<file path="src/rtl/div_operand_pairer_pkg.sv">
// Shared types and constants for the divider operand pairer.
package div_operand_pairer_pkg;

  localparam int DEFAULT_DATA_W = 64;
  localparam int ZERO_CNT_W     = 16;

  typedef enum logic [1:0] {
    IDLE   = 2'd0,
    OFFER  = 2'd1,
    WAIT_A = 2'd2,
    WAIT_B = 2'd3
  } pair_state_e;

endpackage

</file>
<file path="src/rtl/div_pair_fifo.sv">
// Single-channel operand FIFO with a registered ready (not-full) flag.
module div_pair_fifo
  import div_operand_pairer_pkg::*;
#(
  parameter int DATA_W = DEFAULT_DATA_W,
  parameter int DEPTH  = 4
) (
  input  logic              clk,
  input  logic              arst,
  input  logic              valid_i,
  input  logic [DATA_W-1:0] data_i,
  output logic              ready_o,
  input  logic              pop_i,
  output logic [DATA_W-1:0] head_o,
  output logic              empty_o
);

  localparam int AW = $clog2(DEPTH);

  logic [AW:0]       wr_ptr_q, wr_ptr_d;
  logic [AW:0]       rd_ptr_q, rd_ptr_d;
  logic              ready_q;
  logic              push;
  logic              full_d;
  logic [DATA_W-1:0] mem_q [DEPTH];

  assign push     = valid_i && ready_q;
  assign wr_ptr_d = wr_ptr_q + {{AW{1'b0}}, push};
  assign rd_ptr_d = rd_ptr_q + {{AW{1'b0}}, pop_i};
  // Extra MSB separates full (MSBs differ) from empty (MSBs equal).
  assign full_d   = (wr_ptr_d[AW] != rd_ptr_d[AW]) &&
                    (wr_ptr_d[AW-1:0] == rd_ptr_d[AW-1:0]);

  // NOTE: sequential state uses non-blocking assignments so every flop samples pre-edge values.
  always_ff @(posedge clk or posedge arst) begin
    if (arst) begin
      wr_ptr_q <= '0;
      rd_ptr_q <= '0;
      ready_q  <= 1'b0;
    end else begin
      wr_ptr_q <= wr_ptr_d;
      rd_ptr_q <= rd_ptr_d;
      ready_q  <= !full_d;
    end
  end

  // NOTE: storage is not reset; the pointers alone decide which entries are valid.
  always_ff @(posedge clk) begin
    if (push) mem_q[wr_ptr_q[AW-1:0]] <= data_i;
  end

  assign ready_o = ready_q;
  assign head_o  = mem_q[rd_ptr_q[AW-1:0]];
  assign empty_o = (wr_ptr_q == rd_ptr_q);

endmodule

</file>
<file path="src/rtl/div_operand_pairer.sv">
// Pairs dividend/divisor streams into a joint offer for the divider.
// Optional DIV_ZERO_FILTER_EN drops zero-divisor pairs and counts them.
module div_operand_pairer
  import div_operand_pairer_pkg::*;
#(
  parameter int DATA_W = DEFAULT_DATA_W,
  parameter int DEPTH  = 4
) (
  input  logic                  clk,
  input  logic                  arst,
  input  logic [DATA_W-1:0]     a_data,
  input  logic                  a_valid,
  output logic                  a_ready,
  input  logic [DATA_W-1:0]     b_data,
  input  logic                  b_valid,
  output logic                  b_ready,
  output logic [DATA_W-1:0]     dividend_data,
  output logic                  dividend_valid,
  input  logic                  dividend_ready,
  output logic [DATA_W-1:0]     divisor_data,
  output logic                  divisor_valid,
  input  logic                  divisor_ready,
  output logic [ZERO_CNT_W-1:0] zero_cnt,
  output logic                  zero_pulse
);

`ifdef DIV_ZERO_FILTER_EN
  localparam bit ZeroFilter = 1'b1;
`else
  localparam bit ZeroFilter = 1'b0;
`endif

  pair_state_e       state_q, state_d;
  logic [DATA_W-1:0] dividend_q, dividend_d;
  logic [DATA_W-1:0] divisor_q, divisor_d;
  logic [DATA_W-1:0] a_head, b_head;
  logic              a_empty, b_empty;
  logic              pop, drop, retire;

  div_pair_fifo #(.DATA_W(DATA_W), .DEPTH(DEPTH)) u_a_fifo (
    .clk     (clk),
    .arst    (arst),
    .valid_i (a_valid),
    .data_i  (a_data),
    .ready_o (a_ready),
    .pop_i   (pop),
    .head_o  (a_head),
    .empty_o (a_empty)
  );

  div_pair_fifo #(.DATA_W(DATA_W), .DEPTH(DEPTH)) u_b_fifo (
    .clk     (clk),
    .arst    (arst),
    .valid_i (b_valid),
    .data_i  (b_data),
    .ready_o (b_ready),
    .pop_i   (pop),
    .head_o  (b_head),
    .empty_o (b_empty)
  );

  // NOTE: every always_comb output gets a default first so no latch is inferred.
  always_comb begin
    state_d    = state_q;
    dividend_d = dividend_q;
    divisor_d  = divisor_q;
    pop        = 1'b0;
    drop       = 1'b0;
    retire     = 1'b0;

    unique case (state_q)
      IDLE:   retire = 1'b1;
      OFFER: begin
        retire = dividend_ready && divisor_ready;
        if (dividend_ready && !divisor_ready)      state_d = WAIT_B;
        else if (divisor_ready && !dividend_ready) state_d = WAIT_A;
      end
      WAIT_A: retire = dividend_ready;
      WAIT_B: retire = divisor_ready;
      default: retire = 1'b1;
    endcase

    // Popping only on retire keeps the outputs stable and both FIFOs in lockstep.
    if (retire) begin
      state_d = IDLE;
      if (!a_empty && !b_empty) begin
        pop  = 1'b1;
        drop = ZeroFilter && (b_head == '0);
        if (!drop) begin
          dividend_d = a_head;
          divisor_d  = b_head;
          state_d    = OFFER;
        end
      end
    end
  end

  always_ff @(posedge clk or posedge arst) begin
    if (arst) begin
      state_q    <= IDLE;
      dividend_q <= '0;
      divisor_q  <= '0;
    end else begin
      state_q    <= state_d;
      dividend_q <= dividend_d;
      divisor_q  <= divisor_d;
    end
  end

  assign dividend_data  = dividend_q;
  assign divisor_data   = divisor_q;
  assign dividend_valid = (state_q == OFFER) || (state_q == WAIT_A);
  assign divisor_valid  = (state_q == OFFER) || (state_q == WAIT_B);

`ifdef DIV_ZERO_FILTER_EN
  logic [ZERO_CNT_W-1:0] zero_cnt_q;
  logic                  zero_pulse_q;

  always_ff @(posedge clk or posedge arst) begin
    if (arst) begin
      zero_cnt_q   <= '0;
      zero_pulse_q <= 1'b0;
    end else begin
      zero_pulse_q <= drop;
      if (drop && (zero_cnt_q != '1)) zero_cnt_q <= zero_cnt_q + 1'b1;
    end
  end

  assign zero_cnt   = zero_cnt_q;
  assign zero_pulse = zero_pulse_q;
`else
  assign zero_cnt   = '0;
  assign zero_pulse = 1'b0;
`endif

endmodule

</file>
<file path="config.mk">
export PLATFORM = sky130hd
export DESIGN_NAME = div_operand_pairer
export DESIGN_NICKNAME = d
export VERILOG_FILES = /design/src/rtl/div_operand_pairer_pkg.sv /design/src/rtl/div_pair_fifo.sv /design/src/rtl/div_operand_pairer.sv
export SDC_FILE = /design/constraint.sdc
export NUM_CORES = 1
export LEC_CHECK = 0
export BUFFER_PORTS_ARGS = -buffer_cell sky130_fd_sc_hd__buf_2
export CAP_MARGIN = 20
export CORE_MARGIN = 4
export CORE_UTILIZATION = 32
export CTS_CLUSTER_DIAMETER = 30
export DETAILED_ROUTE_END_ITERATION = 10
export HOLD_SLACK_MARGIN = 0.02
export PLACE_DENSITY_LB_ADDON = 0.25
export SLEW_MARGIN = 40
export SYNTH_ARGS = -nofsm -noshare
export SYNTH_HDL_FRONTEND = slang
export SYNTH_HIERARCHICAL = 1
export SYNTH_SLANG_ARGS = --single-unit
</file>
<file path="constraint.sdc">
create_clock -name clk -period 11.7 [get_ports clk]
set_input_delay 1.755 -clock clk [delete_from_list [all_inputs] [get_ports clk]]
set_output_delay 1.755 -clock clk [all_outputs]
set_load 0.02 [all_outputs]
</file>
After elaboration in Yosys (flattened, before gate mapping). Memories as Yosys holds them, arrays and structs flattened. A register that Yosys moved wholly into a read port is not among the register bits. Cells that the tools add are included.

Flip-flop bits (word level): 16. Memory bits (writable): 512. Bits of input ports: 134. Output and inout bits: 149. Memories: 2.

Memories: u_a_fifo.mem_q (words 4, width 64, read ports 1, clocked after Yosys merged registers in 1, write ports 1, RTL line div_pair_fifo.sv:25) `logic [DATA_W-1:0] mem_q [DEPTH];`; u_b_fifo.mem_q (words 4, width 64, read ports 1, clocked after Yosys merged registers in 1, write ports 1, RTL line div_pair_fifo.sv:25).

Add/sub/neg operators: 4. Eq/ne operators: 9. Muxes and demuxes: 12. Reductions and logical operators: 21.

Operators with widths (count): $add 3x1->3 (4); $logic_and 1x1->1 (8); $mux 2 (4); $mux 1 (7); $eq 3x3->1 (2); $logic_not 1->1 (6); $eq 2x2->1 (2); $eq 2x2->1 const B (2); $pmux 1 s4 (1); $reduce_and 2->1 (2); $reduce_bool 3->1 (1); $eq 2x1->1 const B (1); $logic_not 2->1 (1); $logic_or 1x1->1 (2); $ne 1x1->1 (2); $reduce_bool 2->1 (1).

Depth between registers and ports, before layout. Gate-level depths: netlist (run 1).

Depth after elaboration: 9. Mapped depth: 11.

Cells and area by module. Netlist (run 1), hierarchy kept.

By module, submodules not included: div_pair_fifo (instances 2, cells an instance 362, area an instance 9594.2 um2, sequential area each 7862.5 um2); div_operand_pairer (instances 1, cells an instance 311, area an instance 5121.2 um2, sequential area each 3253.1 um2).

Least setup slack after synthesis (run 1). OpenSTA, ideal clock, no wires.

Path kind: input -> register. From: input a_valid. To: memory u_a_fifo/mem_q[1][0] (netlist bit), enable pin. Library setup time: 0.578 ns. Arrival: 6.565 ns. Setup slack: 4.556 ns. Stages: 2. Path buffers: 0. Cell sequence: nand2_1 nor3b_1.

Cells in the longest elaborated chain, start to end: 3.

Ends and longest elaborated chain: start: declaration (RTL line div_operand_pairer.sv:12) `input logic a_valid,`; $logic_and 1x1->1 (RTL line div_pair_fifo.sv:27) `assign push = valid_i && ready_q;`; $mux 1 (RTL line div_pair_fifo.sv:49) `if (push) mem_q[wr_ptr_q[AW-1:0]] <= data_i;`; $mux 1 (not written as such) (RTL line div_pair_fifo.sv:49); end: declaration (RTL line div_pair_fifo.sv:25).

Every way passes these cells.

Final worst setup path (run 1).
From: register state_q[0]. To: output divisor_valid.

Cells in the longest elaborated chain, start to end: 2. Elaborated cells on any way between the ends: 3. Classes of those cells: 2 x eq/ne; 1 x reduce/logical.

Ends and longest elaborated chain: start: declaration (RTL line div_operand_pairer.sv:33) `pair_state_e state_q, state_d;`; start signal: assignment (RTL line div_operand_pairer.sv:104) `state_q <= state_d;`; $eq 2x1->1 / $eq 2x2->1 (equally long branches) (RTL line div_operand_pairer.sv:113) `assign divisor_valid = (state_q == OFFER) || (state_q == WAIT_B);`; $logic_or 1x1->1 (*) (RTL line div_operand_pairer.sv:113); end: declaration (RTL line div_operand_pairer.sv:21) `output logic divisor_valid,`.

Every way passes the cells marked *; elsewhere a longest branch is shown, timed or not.

==> flow_results.org, run 1 <==
** Global routing
- Global routing finished with a remaining overflow of 0.
- Largest net degree at the start of global routing :: 70
- Across every metal layer, demand over resource in global routing totals 0.135.
- The first global-routing pass estimated 81.5 mm of wire.
- Via count of the first global-routing pass :: 13072
- The initial antenna violation count was 16.

** Critical path
- Critical-path cell list :: ha_1, or2_2, buf_2
- Data arrives at the worst endpoint at 1860 ps.
- The worst register-to-register path has a setup slack of 8100 ps.
- Cell type of the slowest stage on the worst timing path :: sky130_fd_sc_hd__dfrtp_1
- Startpoint of the worst register-to-register path :: u_b_fifo/rd_ptr_q[0]
- The worst register-to-register path ends at u_b_fifo/ready_o.
- CP Capture Type :: output port
- Counting both buffers and inverters, the worst setup path holds a total of 1.
- The most critical setup path has its endpoint at divisor_valid.
- Delay of the slowest critical-path stage :: 420 ps
- Nature of the critical path startpoint :: flip-flop
- Path type of the worst setup path :: flip-flop to output port
- Cell type group with the largest total delay on the critical path :: flip-flops
- Critical path origin :: state_q[0]
- Number of cell instances on the worst register-to-register path :: 11
- Data required time of the worst path :: 9950 ps
- Of all nets on the critical path, the largest fanout is 5.
- Number of logic stages on the critical path including buffering :: 3

** STA
- Total negative slack :: 0 ps
- Final Setup Violations :: 0
- F_max :: 277 MHz
- Hold timing on the final database bottoms out at a slack of 473 ps.
- Fin Clk Skew :: 47.6 ps
- Final period demand of the worst path :: 3610 ps
- Total count of max-transition violations in the final report :: 0
- Headroom to the max-slew limit came out at 0.480.
- Count of final hold-check violations :: 0
- Setup repair after global routing left no endpoint under its margin.
- Period Utilization, post-route :: 0.309
- Transition time of the tightest slew-check pin :: 779 ps

** Flow run
- Max-cap violations :: 0

** Routing
- Total iterations of the first detailed-routing run :: 5
- Dividing the detail-routed wire length by the instance count gives 21.2 µm.
- Antenna Violating Nets Remaining :: 0
- In this run, the number of DRC markers left after iteration 0 of detailed routing was 505.
- Remaining design rule violation count :: 0
- Vias per inst :: 4.62
- Via count of the routed design :: 11662
- After detailed routing, the total wire length is 53.4 mm.

** Synthesis
- Mean instance size in the synthesized netlist :: 23.5 µm²
- Total number of yosys warnings :: 6
- After synthesis the cells add up to 24300 µm².
- Register area share after synthesis :: 0.781
- After synthesis, the netlist uses 28 different library cells.
- Cells after synthesis :: 1035
- Yosys reg bits :: 656

** Die
- I/O pin total :: 283
- In this run the vertical extent of the chip is 284 µm.
- The die covers 80400 µm².
- Initial Util :: 0.325
- Die X :: 284 µm
- Row generation in the floorplan step produced 100 rows.
- Total core area :: 74800 µm²

** Cells and area
- Counting the fill cells in the layout gives 6597.
- Final instance area :: 31900 µm²
- Most common library cell in the layout ignoring fill and taps :: sky130_fd_sc_hd__edfxtp_1
- In the final layout, the share of cells above drive strength 1 is 0.430.
- The net count of the finished layout is 1572.
- The area growth from synthesis to layout is 31.2%.
- Registers take 19000 µm².
- Number of standard cells in the layout, taps in and fillers out :: 2526
- Total area of multi-input combinational cells :: 4930 µm²
- Commonest cells after routing, fill and taps aside :: sky130_fd_sc_hd__edfxtp_1, sky130_fd_sc_hd__buf_2, sky130_fd_sc_hd__clkbuf_16

** Status
- Run status :: complete, no violations

** Power
- Power consumption :: 10.2 mW
- Switching portion of total power :: 0.297
- The analysis attributes to net switching a power of 3.03 mW.
- The share of total power dissipated in the clock network is 0.407.
- Design internal power :: 7.15 mW
- Power per Cell Area :: 319 nW/µm²
- Logic pwr share :: 0.250
- Reg power frac :: 0.342
- Across the VDD grid, the largest voltage drop is 0.233 mV.
- Leakage :: 11.7 nW

** Hold path
- Hold path startpoint :: dividend_data[24]
- The worst hold path belongs to the class flip-flop to flip-flop.

** Clocking
- Total of cells resized after clock tree synthesis :: 0
- Number of CTS-inserted buffers :: 144
- Sinks on Clock Net :: 656
- The H-tree was split into 4 levels.
- In this run the deepest clock path goes through 3 buffers.
- Clock network latency to the later pin of the worst-skew pair :: 700 ps
- Hold buffer count at cts :: 0
- TritonCTS clock tree :: yes
- # Post-CTS Setup Buffers :: 0
- Clk slew on worst S/H paths :: 40 ps
- Root buffer cell :: sky130_fd_sc_hd__clkbuf_16

** Placement
- Post-Place Cells :: 2248
- At the end of routability-driven placement, the weighted congestion stood at 0.695.
- Cell area after placement :: 26700 µm²
- Port Buffer Count :: 265
- Post-detail-place hpwl :: 30.0 mm
==> kinds of logic (layout without fill, tap and decap cells) <==
logic type	Yosys count	in the layout	share of synthesized area
AO/OA/AOI/OAI	8	8	0.00237
XOR/XNOR	17	17	0.00736
adder cells (fa/ha/maj)	12	12	0.00618
buffers and inverters	67	562	0.0209
flip-flops	656	656	0.781
multiplexers	256	256	0.178
other	1	28	0.000154
AND/OR/NAND/NOR	18	18	0.00443
==> area by class of cell <==
| type | instances | area share |
|---|---|---|
| Multi-Input combinational cell | 328 | 0.155 |
| Clock buffer | 180 | 0.121 |
| Sequential cell | 656 | 0.596 |
| Antenna cell | 11 | 0.000863 |
| Clock inverter | 86 | 0.0392 |
| Inverter | 8 | 0.00118 |
| Tap cell | 969 | 0.0380 |
| Timing Repair Buffer | 288 | 0.0490 |
==> state kept, by name, summed over array words and instances, names as in the netlist <==
| register | count |
|---|---|
| dividend_data | 64 |
| divisor_data | 64 |
| state_q | 2 |
| u_a_fifo/mem_q | 256 |
| u_a_fifo/rd_ptr_q | 3 |
| u_a_fifo/ready_o | 1 |
| u_a_fifo/wr_ptr_q | 3 |
| u_b_fifo/mem_q | 256 |
| u_b_fifo/rd_ptr_q | 3 |
| u_b_fifo/ready_o | 1 |
| u_b_fifo/wr_ptr_q | 3 |
==> worst min-delay path by stage <==
stage                           end  slack [ps]  cells after the start
2_1_floorplan  u_a_fifo/rd_ptr_q[2]         510                      1
3_3_place_gp       divisor_data[52]         460                      1
3_5_place_dp      dividend_data[35]         470                      1
4_1_cts           dividend_data[55]         480                      1
5_1_grt            divisor_data[19]         490                      1
6_report          dividend_data[24]         470                      1
==> per-layer routing <==
| layer | vias to the layer above | global-route usage | wire [µm] |
|---|---|---|---|
| met5 | - | 0 | 89 |
| met4 | 14 | 0.0584 | 1400 |
| met2 | 348 | 0.221 | 26400 |
| met3 | 121 | 0.0543 | 4230 |
| li1 | 5038 | - | - |
| met1 | 6141 | 0.158 | 21300 |
==> synth_stat cells <==
cell	count	share of area
sky130_fd_sc_hd__ha_1	12	0.0062
sky130_fd_sc_hd__or2_2	1	0.00026
sky130_fd_sc_hd__clkbuf_1	2	0.00031
sky130_fd_sc_hd__nand2_1	2	0.00031
sky130_fd_sc_hd__edfxtp_1	512	0.63
sky130_fd_sc_hd__o21ai_1	1	0.00021
sky130_fd_sc_hd__mux4_2	128	0.12
sky130_fd_sc_hd__o21bai_1	1	0.00031
sky130_fd_sc_hd__buf_4	17	0.0052
sky130_fd_sc_hd__buf_6	23	0.011
sky130_fd_sc_hd__conb_1	1	0.00015
sky130_fd_sc_hd__a21oi_1	4	0.00082
sky130_fd_sc_hd__nand2b_1	1	0.00026
sky130_fd_sc_hd__xor2_2	4	0.0027
sky130_fd_sc_hd__nor2_1	1	0.00015
sky130_fd_sc_hd__dfrtp_1	144	0.15
sky130_fd_sc_hd__or3_1	2	0.00051
sky130_fd_sc_hd__xnor2_1	2	0.00072
sky130_fd_sc_hd__or3b_1	1	0.00036
sky130_fd_sc_hd__and3_1	2	0.00051
sky130_fd_sc_hd__xor2_1	11	0.0040
sky130_fd_sc_hd__o32ai_2	1	0.00067
sky130_fd_sc_hd__a2bb2oi_1	1	0.00036
sky130_fd_sc_hd__nor3_1	4	0.00082
sky130_fd_sc_hd__buf_2	17	0.0035
sky130_fd_sc_hd__inv_1	8	0.0012
sky130_fd_sc_hd__nor3b_1	4	0.0012
sky130_fd_sc_hd__mux2_1	128	0.059
==> per-stage QoR <==
stage,util,setup WS (ps)
3_5_place_dp,0.357,7390
6_report,0.426,8090
2_1_floorplan,-,4560
3_3_place_gp,0.356,7240
4_1_cts,0.426,7890
5_1_grt,0.426,7780
==> power by group through the flow <==
stage	Clock (mW)	Sequential, mW	Combinational (mW)
after floorplan	0	3.72	1.68
after global placement	0	3.54	2.58
after detailed placement	0	3.56	2.62
after CTS	4.24	3.53	2.62
after global routing	4.38	3.56	2.79
final	4.15	3.48	2.55
Power figures use the tool's default switching activity.
==> inputs of run 2 (changes only) <==
Settings changed: ABC_AREA set to 1.
Clock period 11.7 ns to 2.9 ns, I/O delays scaled along.
==> run 2 against run 1 <==
Clock power increased to 4.3 times the previous value. Non-clock buffer count rose by 142. Count of clock-buffer cells in the layout grew 15. Cell count up 56%. Synthesized cell count rose by 110%. Sequential cell count unchanged.
==> flow_results.org, run 2 <==
** Critical path
- Nature of the critical path startpoint :: flip-flop
- Reg-to-reg setup timing slack :: 480 ps (-7620 ps)
- The critical path ends at u_a_fifo/ready_o.
- Most repeated library cell on the critical path :: sky130_fd_sc_hd__ha_1
- Cell type group with the largest total delay on the critical path :: simple AND/OR/NAND/NOR gates
- The critical path data required time is 3470 ps (-6480 ps).
- The maximum fanout along the worst path was 26 (+21).
- The endpoint identified for the worst register-to-register timing path is u_a_fifo/ready_o.
- The worst register-to-register path begins at state_q[1].
- Number of logic stages on the critical path including buffering :: 13 (+10)
- Number of cell instances on the worst register-to-register path :: 13 (+2)
- By startpoint and endpoint, the worst setup path is classified as flip-flop to flip-flop.
- STA classifies the critical path endpoint as a flip-flop.
- Critical path origin :: state_q[1]
- The signal on the critical path passes through inv_1, ha_1, nand3_1, nand4_1, nand2_8, inv_6, ha_1, ha_1, inv_1, nand2_1, nand2_1, nor2_1, nand3_1.
- Worst path buffer plus inverter count :: 3 (+2)
- The worst stage delay on the critical path is 390 ps (-30 ps).
- Crit path arrival time :: 2990 ps (+1130 ps)
- Among all stages on the critical path, the largest delay is contributed by sky130_fd_sc_hd__dfrtp_1.

** Synthesis
- In the synthesized netlist, the cells that appear most often are sky130_fd_sc_hd__nand2_1, sky130_fd_sc_hd__edfxtp_1, sky130_fd_sc_hd__inv_1, sky130_fd_sc_hd__dfrtp_1.
- After synthesis, the largest family of logic cells by area is compound AO/OA/AOI/OAI gates.
- The number of warnings issued by yosys came to 6 (unchanged).
- Summed over all instances, the cell type with the most area after synthesis is sky130_fd_sc_hd__edfxtp_1.
- The most common cell in the synthesized netlist is sky130_fd_sc_hd__nand2_1.
- Yosys reg bits :: 656 (unchanged)
- In the post-synthesis netlist, the biggest area contributors are sky130_fd_sc_hd__edfxtp_1, sky130_fd_sc_hd__dfrtp_1, sky130_fd_sc_hd__nand2_1.
- The netlist area before placement came to 27100 µm² (+12%).
- The count of cell types in the netlist is 27 (-3.6%).
- The number of enable flip-flop cells after synthesis is 512 (unchanged).
- Arithmetic-cell share of the synthesized area counting full adders, half adders and majority gates :: 0.00553 (-0.000643)
- Post-synthesis xor/xnor area fraction :: 0.00194 (-0.00542)
- Register area share after synthesis :: 0.699 (-0.0812)
- The average instance area after synthesis was 12.3 µm² (-47%).
- Cells after synthesis :: 2197 (+110%)
- The simple-gate share of the synthesized area came to 0.0998 (+0.0954).
- The proportion of register bits with asynchronous set or reset after synthesis came to 0.220 (unchanged).
- The top cell type's share of synthesized area is 0.567 (-0.0658).
- Share of synthesized area spent on multiplexers :: 0 (-0.178)
- Compound-Gate Fraction of Synth Area :: 0.113 (+0.110)
- Top flip-flop cell by instance count after synthesis :: sky130_fd_sc_hd__edfxtp_1

** Clocking
- Clk slew on worst S/H paths :: 40 ps (about the same)
- Clock network latency to the later pin of the worst-skew pair :: 720 ps (+20 ps)
- The number of buffers added by the clock tree synthesis step came to 158 (+9.7%).
- Root buffer cell :: sky130_fd_sc_hd__clkbuf_16
- H-tree depth :: 4 (unchanged)
- CTS max path bufs :: 3 (unchanged)
- TritonCTS built the clock tree.
- The clock net sink count came to 656 (unchanged).

** STA
- The final hold violation count is 0 (unchanged).
- Of the available clock period, the critical path in the final layout requires 0.835.
- After layout, the minimum clock period comes to 2420 ps.
- Setup repair after global routing left no endpoint under its margin.
- Total count of max-transition violations in the final report :: 0 (unchanged)
- The clock skew is 45.3 ps (-2.30 ps).
- Final Setup Violations :: 0 (unchanged)
- Minimum setup slack in the final design :: 479 ps (-7610 ps)
- The transition time at the pin with the least slew margin is 787 ps (+8.15 ps).
- Headroom to the max-slew limit :: 0.475 (-0.00543)
- The setup total negative slack came to 0 ps (unchanged).
- The final hold slack was 196 ps (-277 ps).
- Static timing analysis puts the maximum clock frequency at 413 MHz.

** Status
- Run status :: complete, no violations

** Power
- Power per Cell Area :: 1270 nW/µm² (+300%)
- Maximum ir drop on the vdd rail :: 1.34 mV (+480%)
- Power consumption :: 46.1 mW (+350%)
- Leakage :: 15.6 nW (+33%)

** Die
- The count of standard-cell rows was 106 (+6.0%).
- The number of ports placed on the die boundary is 283 (unchanged).
- The initial core utilization is 0.324 (-0.00120).
- The core footprint is 83800 µm² (+12%).
- Die X :: 299 µm (+5.5%)
- The floorplan die area is 89500 µm² (+11%).
- Floorplan die height :: 299 µm (+5.5%)

** Routing
- The via-per-instance ratio was 4.38 (-5.2%).
- Total iterations of the first detailed-routing run :: 5 (unchanged)
- The number of remaining DRC errors is 0 (unchanged).
- Initial drt markers :: 818 (+62%)
- The per-cell routed wire length was 16.4 µm (-23%).
- Antenna Violating Nets Remaining :: 0 (unchanged)
- The aggregate routed wire length came to 64.6 mm (+21%).
- The via total after detailed routing came to 17273 (+48%).

** Global routing
- GRT overflow :: 0 (unchanged)
- The initial antenna violation count came to 6 (-10).
- Largest net degree at the start of global routing :: 172 (+150%)
- GRT Total Usage :: 0.145 (+0.0101)
- The first-pass GRT wire length came to 101 mm (+24%).
- Via count of the first global-routing pass :: 17968 (+37%)

** Cells and area
- The final net count is 2818 (+79%).
- Fill cell count :: 7752 (+18%)
- The post-route cell area came to 36400 µm² (+14%).
- Most common library cell in the layout ignoring fill and taps :: sky130_fd_sc_hd__nand2_1
- Share of the core filled with cells :: 0.434 (+0.00804)
- Commonest cells after routing, fill and taps aside :: sky130_fd_sc_hd__nand2_1, sky130_fd_sc_hd__edfxtp_1, sky130_fd_sc_hd__inv_1
- The share of post-route cells with drive strength above 1 came to 0.269 (-0.161).
- Number of standard cells in the layout, taps in and fillers out :: 3948 (+56%)
- Layout overhead on the synthesized area :: 34.1%

** Placement
- The number of placed instances, taps included was 3514 (+56%).
- The estimated wirelength of the detail-placed design was 35.0 mm (+17%).
- The post-place instance area came to 29500 µm² (+10%).
- Global placer's final weighted congestion :: 0.701 (+0.92%)
- Port Buffer Count :: 265 (unchanged)
- Place WS :: 473 ps (-6920 ps)

** Flow run
- Max-cap violations :: 0 (unchanged)

** Hold path
- In this run the worst hold path is classified as input port to flip-flop.
[run 2: report_power, final]
part / internal (mW) / switching (mW) / leakage (nW)
Combinational: 4.47 / 10.0 / 6.45
Clock: 12.3 / 5.51 / 2.67
Sequential: 12.8 / 0.968 / 6.45
[run 2: logic make-up (layout without fill, tap and decap cells)]
| logic type | after synthesis | in the layout |
|---|---|---|
| adder cells (fa/ha/maj) | 12 | 12 |
| XOR/XNOR | 6 | 6 |
| buffers and inverters | 421 | 1015 |
| other | 1 | 24 |
| AND/OR/NAND/NOR | 715 | 715 |
| AO/OA/AOI/OAI | 386 | 386 |
| flip-flops | 656 | 656 |
[run 2: routing by layer]
layer | GRT usage | wire length, µm | vias to the layer above
met5 | 0 | 13 | -
met3 | 0.0443 | 3890 | 139
li1 | - | - | 8361
met1 | 0.176 | 27700 | 8342
met4 | 0.0575 | 1640 | 2
met2 | 0.243 | 31400 | 429
[run 2: worst min-delay path by stage]
stage                         from              endpoint  cells past startpoint
finish              dividend_ready            state_q[1]                      5
global route        dividend_ready            state_q[1]                      5
CTS                  divisor_ready            state_q[0]                      6
detailed placement            arst      u_b_fifo/ready_o                      2
global placement              arst  u_b_fifo/wr_ptr_q[2]                      2
floorplan                     arst  u_a_fifo/rd_ptr_q[0]                      1
[run 2: worst register-to-register path, cell delays in order, from the launching register on]
cell                      delay (ps)
sky130_fd_sc_hd__dfrtp_1         390
sky130_fd_sc_hd__inv_1            80
sky130_fd_sc_hd__ha_1            240
sky130_fd_sc_hd__nand3_1         120
sky130_fd_sc_hd__nand4_1         280
sky130_fd_sc_hd__nand2_8         180
sky130_fd_sc_hd__inv_6           120
sky130_fd_sc_hd__ha_1            240
sky130_fd_sc_hd__ha_1            320
sky130_fd_sc_hd__inv_1            50
sky130_fd_sc_hd__nand2_1          50
sky130_fd_sc_hd__nand2_1          40
sky130_fd_sc_hd__nor2_1          100
sky130_fd_sc_hd__nand3_1          80
[run 2: timing repair]
item | CTS | global route
hold buffers | 129 | 0
buffers inserted | 0 | 0
gates resized for setup | 0 | 0
endpoints found under the hold margin | 654 | 0
[run 2: final cells by class]
| class | instances | area (µm²) | share of cell area |
|---|---|---|---|
| flip-flops and latches | 656 | 19000 | 0.522 |
| multi-input cells | 1136 | 6130 | 0.168 |
| clock buffers | 195 | 4250 | 0.117 |
| repair buffers | 430 | 3190 | 0.0877 |
| well taps | 1134 | 1420 | 0.0390 |
| clock inverters | 100 | 1290 | 0.0354 |
| inverters | 290 | 1100 | 0.0301 |
| diodes | 7 | 17.5 | 0.000481 |
==> inputs of run 3 (changes only) <==
Clock period 2.9 ns to 2.1 ns, I/O delays scaled along.
==> run 3 against run 2 <==
The flow now finishes with violations (setup timing). Non-clock buffer count up 25. Utilization grew 0.50 points. Register-to-register slack worse by 450 ps. First-iteration DRC count increased by 9.0%. Sequential power rose by 38%. Die area stayed put.
==> flow_results.org, run 3 (same netlist as run 2, synthesis figures left out) <==
** Clocking
- In this run the clock root is driven by a sky130_fd_sc_hd__clkbuf_16.
- Clk slew on worst S/H paths :: 40 ps (about the same)
- Number of CTS-inserted buffers :: 155 (-1.9%)
- H-tree depth :: 4 (unchanged)
- CTS max path bufs :: 3 (unchanged)
- Sinks on Clock Net :: 656 (unchanged)
- TritonCTS built the clock tree.
- Clock network latency to the later pin of the worst-skew pair :: 720 ps (about the same)

** Power
- The fraction of power consumed by combinational cells came to 0.330 (+0.016).
- Design internal power :: 41.7 mW (+41%)
- Maximum ir drop on the vdd rail :: 1.19 mV (-11%)
- The fraction of power consumed by sequential logic is 0.292 (-0.007).
- Leakage :: 15.7 nW (+0.70%)
- The proportion of total power due to net switching is 0.359 (+0.00159).
- Net switching power figure :: 23.4 mW (+42%)
- Power per Cell Area :: 1770 nW/µm² (+40%)
- The clock network fraction of design power was 0.379 (-0.007).

** STA
- Setup repair after global routing could not meet its margin everywhere.
- Final Setup Violations :: 1 (+1)
- Headroom to the max-slew limit :: 0.597 (+0.121)
- The final hold violation count was 0 (unchanged).
- Fin Clk Skew :: 27.3 ps (-18.0 ps)
- Final period demand of the worst path :: 2120 ps
- In the finished design, the share of the clock period the worst path needs comes to 1.01.
- F_max :: 472 MHz
- The final worst setup slack is -19.0 ps (-498 ps).
- Total count of max-transition violations in the final report :: 0 (unchanged)
- The transition time at the pin with the least slew margin was 605 ps (-182 ps).

** Critical path
- The worst setup path is of the flip-flop to output port kind.
- Number of cell instances on the worst register-to-register path :: 14 (+1)
- Crit path arrival time :: 1800 ps (-1190 ps)
- Max FO, Critical Path :: 3 (-88%)
- The count of buffer and inverter cells on the critical path came to 2 (-1).
- Walking the worst path, the cells encountered are buf_4, ha_4, or2_4, buf_6.
- Cell type group with the largest total delay on the critical path :: flip-flops
- STA classifies the critical path endpoint as an output port.
- Crit path capture :: divisor_valid
- Reg-to-reg setup timing slack :: 30 ps (-450 ps)
- The critical path data required time was 1780 ps (-1690 ps).
- Number of logic stages on the critical path including buffering :: 4 (-9)
- In this run the worst setup path begins at state_q[0].
- Reg-to-reg critical path endpoint :: u_a_fifo/ready_o
- Startpoint of the worst register-to-register path :: state_q[0]
- Among all stages on the critical path, the largest delay is contributed by sky130_fd_sc_hd__dfrtp_2.
- The worst stage delay on the critical path was 420 ps (+30 ps).
- STA classifies the critical path startpoint as a flip-flop.

** Cells and area
- Most common library cell in the layout ignoring fill and taps :: sky130_fd_sc_hd__nand2_1
- The share of post-route cells with drive strength above 1 came to 0.280 (+0.0112).
- Compared with the post-synthesis result, the final layout area differs by 35.7%.
- Final layout net count :: 2840 (+0.78%)
- The number of inserted filler cells in the final layout is 7703 (-0.63%).
- The top cell types in the final layout, fill and taps aside, are sky130_fd_sc_hd__nand2_1, sky130_fd_sc_hd__edfxtp_1, sky130_fd_sc_hd__inv_1.
- The end-of-flow core utilization came to 0.439 (+0.00499).

** Routing
- The via total after detailed routing is 17375 (+0.59%).
- Vias per inst :: 4.37 (about the same)
- The aggregate routed wire length is 66.0 mm (+2.1%).
- Avg WL per Cell :: 16.6 µm (+1.5%)
- The number of remaining DRC errors was 0 (unchanged).
- The violation count after the first detailed-route iteration was 892 (+9.0%).
- The number of detailed-route iterations in the first pass came to 5 (unchanged).
- Antenna Violating Nets Remaining :: 0 (unchanged)

** Global routing
- The initial antenna violation count is 11 (+5).
- Via count of the first global-routing pass :: 17985 (+0.095%)
- The maximum number of pins on one net before global-route repair was 130 (-24%).
- GRT overflow :: 0 (unchanged)
- GRT Total Usage :: 0.145 (+0.000224)
- The first-pass GRT wire length came to 102 mm (+0.28%).

** Die
- The floorplan die area was 89500 µm² (unchanged).
- The number of ports placed on the die boundary was 283 (unchanged).
- The chip width came to 299 µm (unchanged).
- Floorplan die height :: 299 µm (unchanged)
- Initial Util :: 0.324 (unchanged)
- Row cnt :: 106 (unchanged)
- Total core area :: 83800 µm² (unchanged)

** Placement
- The number of buffers inserted by port buffering came to 265 (unchanged).
- The placer congestion estimate came to 0.733 (+4.4%).
- The estimated wirelength of the detail-placed design came to 36.6 mm (+4.6%).
- The pre-CTS worst setup slack came to -41.3 ps (-514 ps).

** Flow run
- Max-cap violations :: 0 (unchanged)

** Hold path
- Class of the most critical hold timing path :: input port to flip-flop
- Hold Path Cell Cnt :: 4 (-1)

** Status
- The flow ran to the end, but the final reports show violations.
- The final reports fail on setup timing.
-- run 3: cell types whose count changed in the layout (fill, tap and decap cells not counted), sizes merged, moves of 3 or more --
cell | before | now
buf | 301 | 322
clkinv | 58 | 48
clkinvlp | 16 | 24
clkbuf | 195 | 190
diode | 7 | 11
bufinv | 21 | 24
-- run 3: what timing repair did --
action | CTS | global route
hold endpoints to repair | 658 | 0
setup endpoints to repair | 3 | 93
cloned | 0 | 2
hold buffers | 131 | 0
pin swaps | 2 | 0
buffers inserted | 3 | 1
gates resized for setup | 16 | 7
-- run 3: worst min-delay path: stages --
cell                      delay [ps]
sky130_fd_sc_hd__buf_2           100
sky130_fd_sc_hd__nand2_4          90
sky130_fd_sc_hd__inv_1            70
sky130_fd_sc_hd__ha_1            160
-- run 3: final cells by class --
cell class	instances	area [µm²]	area share
multi-input combinational	1136	6210	0.169
clock buffer	188	4110	0.112
antenna	11	27.5	0.000748
tap	1134	1420	0.0385
sequential	656	19000	0.516
timing repair buffer	455	3530	0.0958
clock inverter	102	1420	0.0386
inverter	290	1100	0.0298
-- run 3: worst min path at each step --
stage	start	to	slack, ps
5_1_grt	a_valid	u_a_fifo/wr_ptr_q[0]	60
3_3_place_gp	arst	u_b_fifo/rd_ptr_q[2]	310
2_1_floorplan	arst	u_a_fifo/rd_ptr_q[0]	120
6_report	a_valid	u_a_fifo/wr_ptr_q[0]	80
4_1_cts	a_valid	u_a_fifo/wr_ptr_q[0]	20
3_5_place_dp	arst	u_a_fifo/rd_ptr_q[2]	320
-- run 3: routing by layer --
layer  track usage  wire length [µm]  share of wire  vias up
li1              -                 -              -     8409
met1         0.178             28600           0.43     8489
met2         0.245             32300           0.49      364
met3        0.0393              3620          0.055      109
met4        0.0574              1390          0.021        4
met5             0                27        0.00041        -
-- run 3: per-stage QoR --
stage	setup TNS [ps]	instances	total power [mW]	cell area (µm²)	hold WS [ps]
2_1_floorplan	-464260	2213	34.2	27300	118
3_3_place_gp	-4.36	3533	39.5	29700	311
3_5_place_dp	-72.1	3533	40.0	29700	316
4_1_cts	-24.9	3956	65.5	36600	23.4
5_1_grt	-242	3965	69.4	36800	55.4
6_report	-19.0	3972	65.1	36800	80.5
-- run 3: power groups by stage --
stage | Combinational [mW] | Sequential [mW] | Clock [mW]
finish | 21.5 | 19.0 | 24.7
global route | 24.1 | 19.3 | 26.0
CTS | 21.3 | 19.0 | 25.2
detailed placement | 20.8 | 19.2 | 0
global placement | 20.4 | 19.1 | 0
floorplan | 13.6 | 20.6 | 0
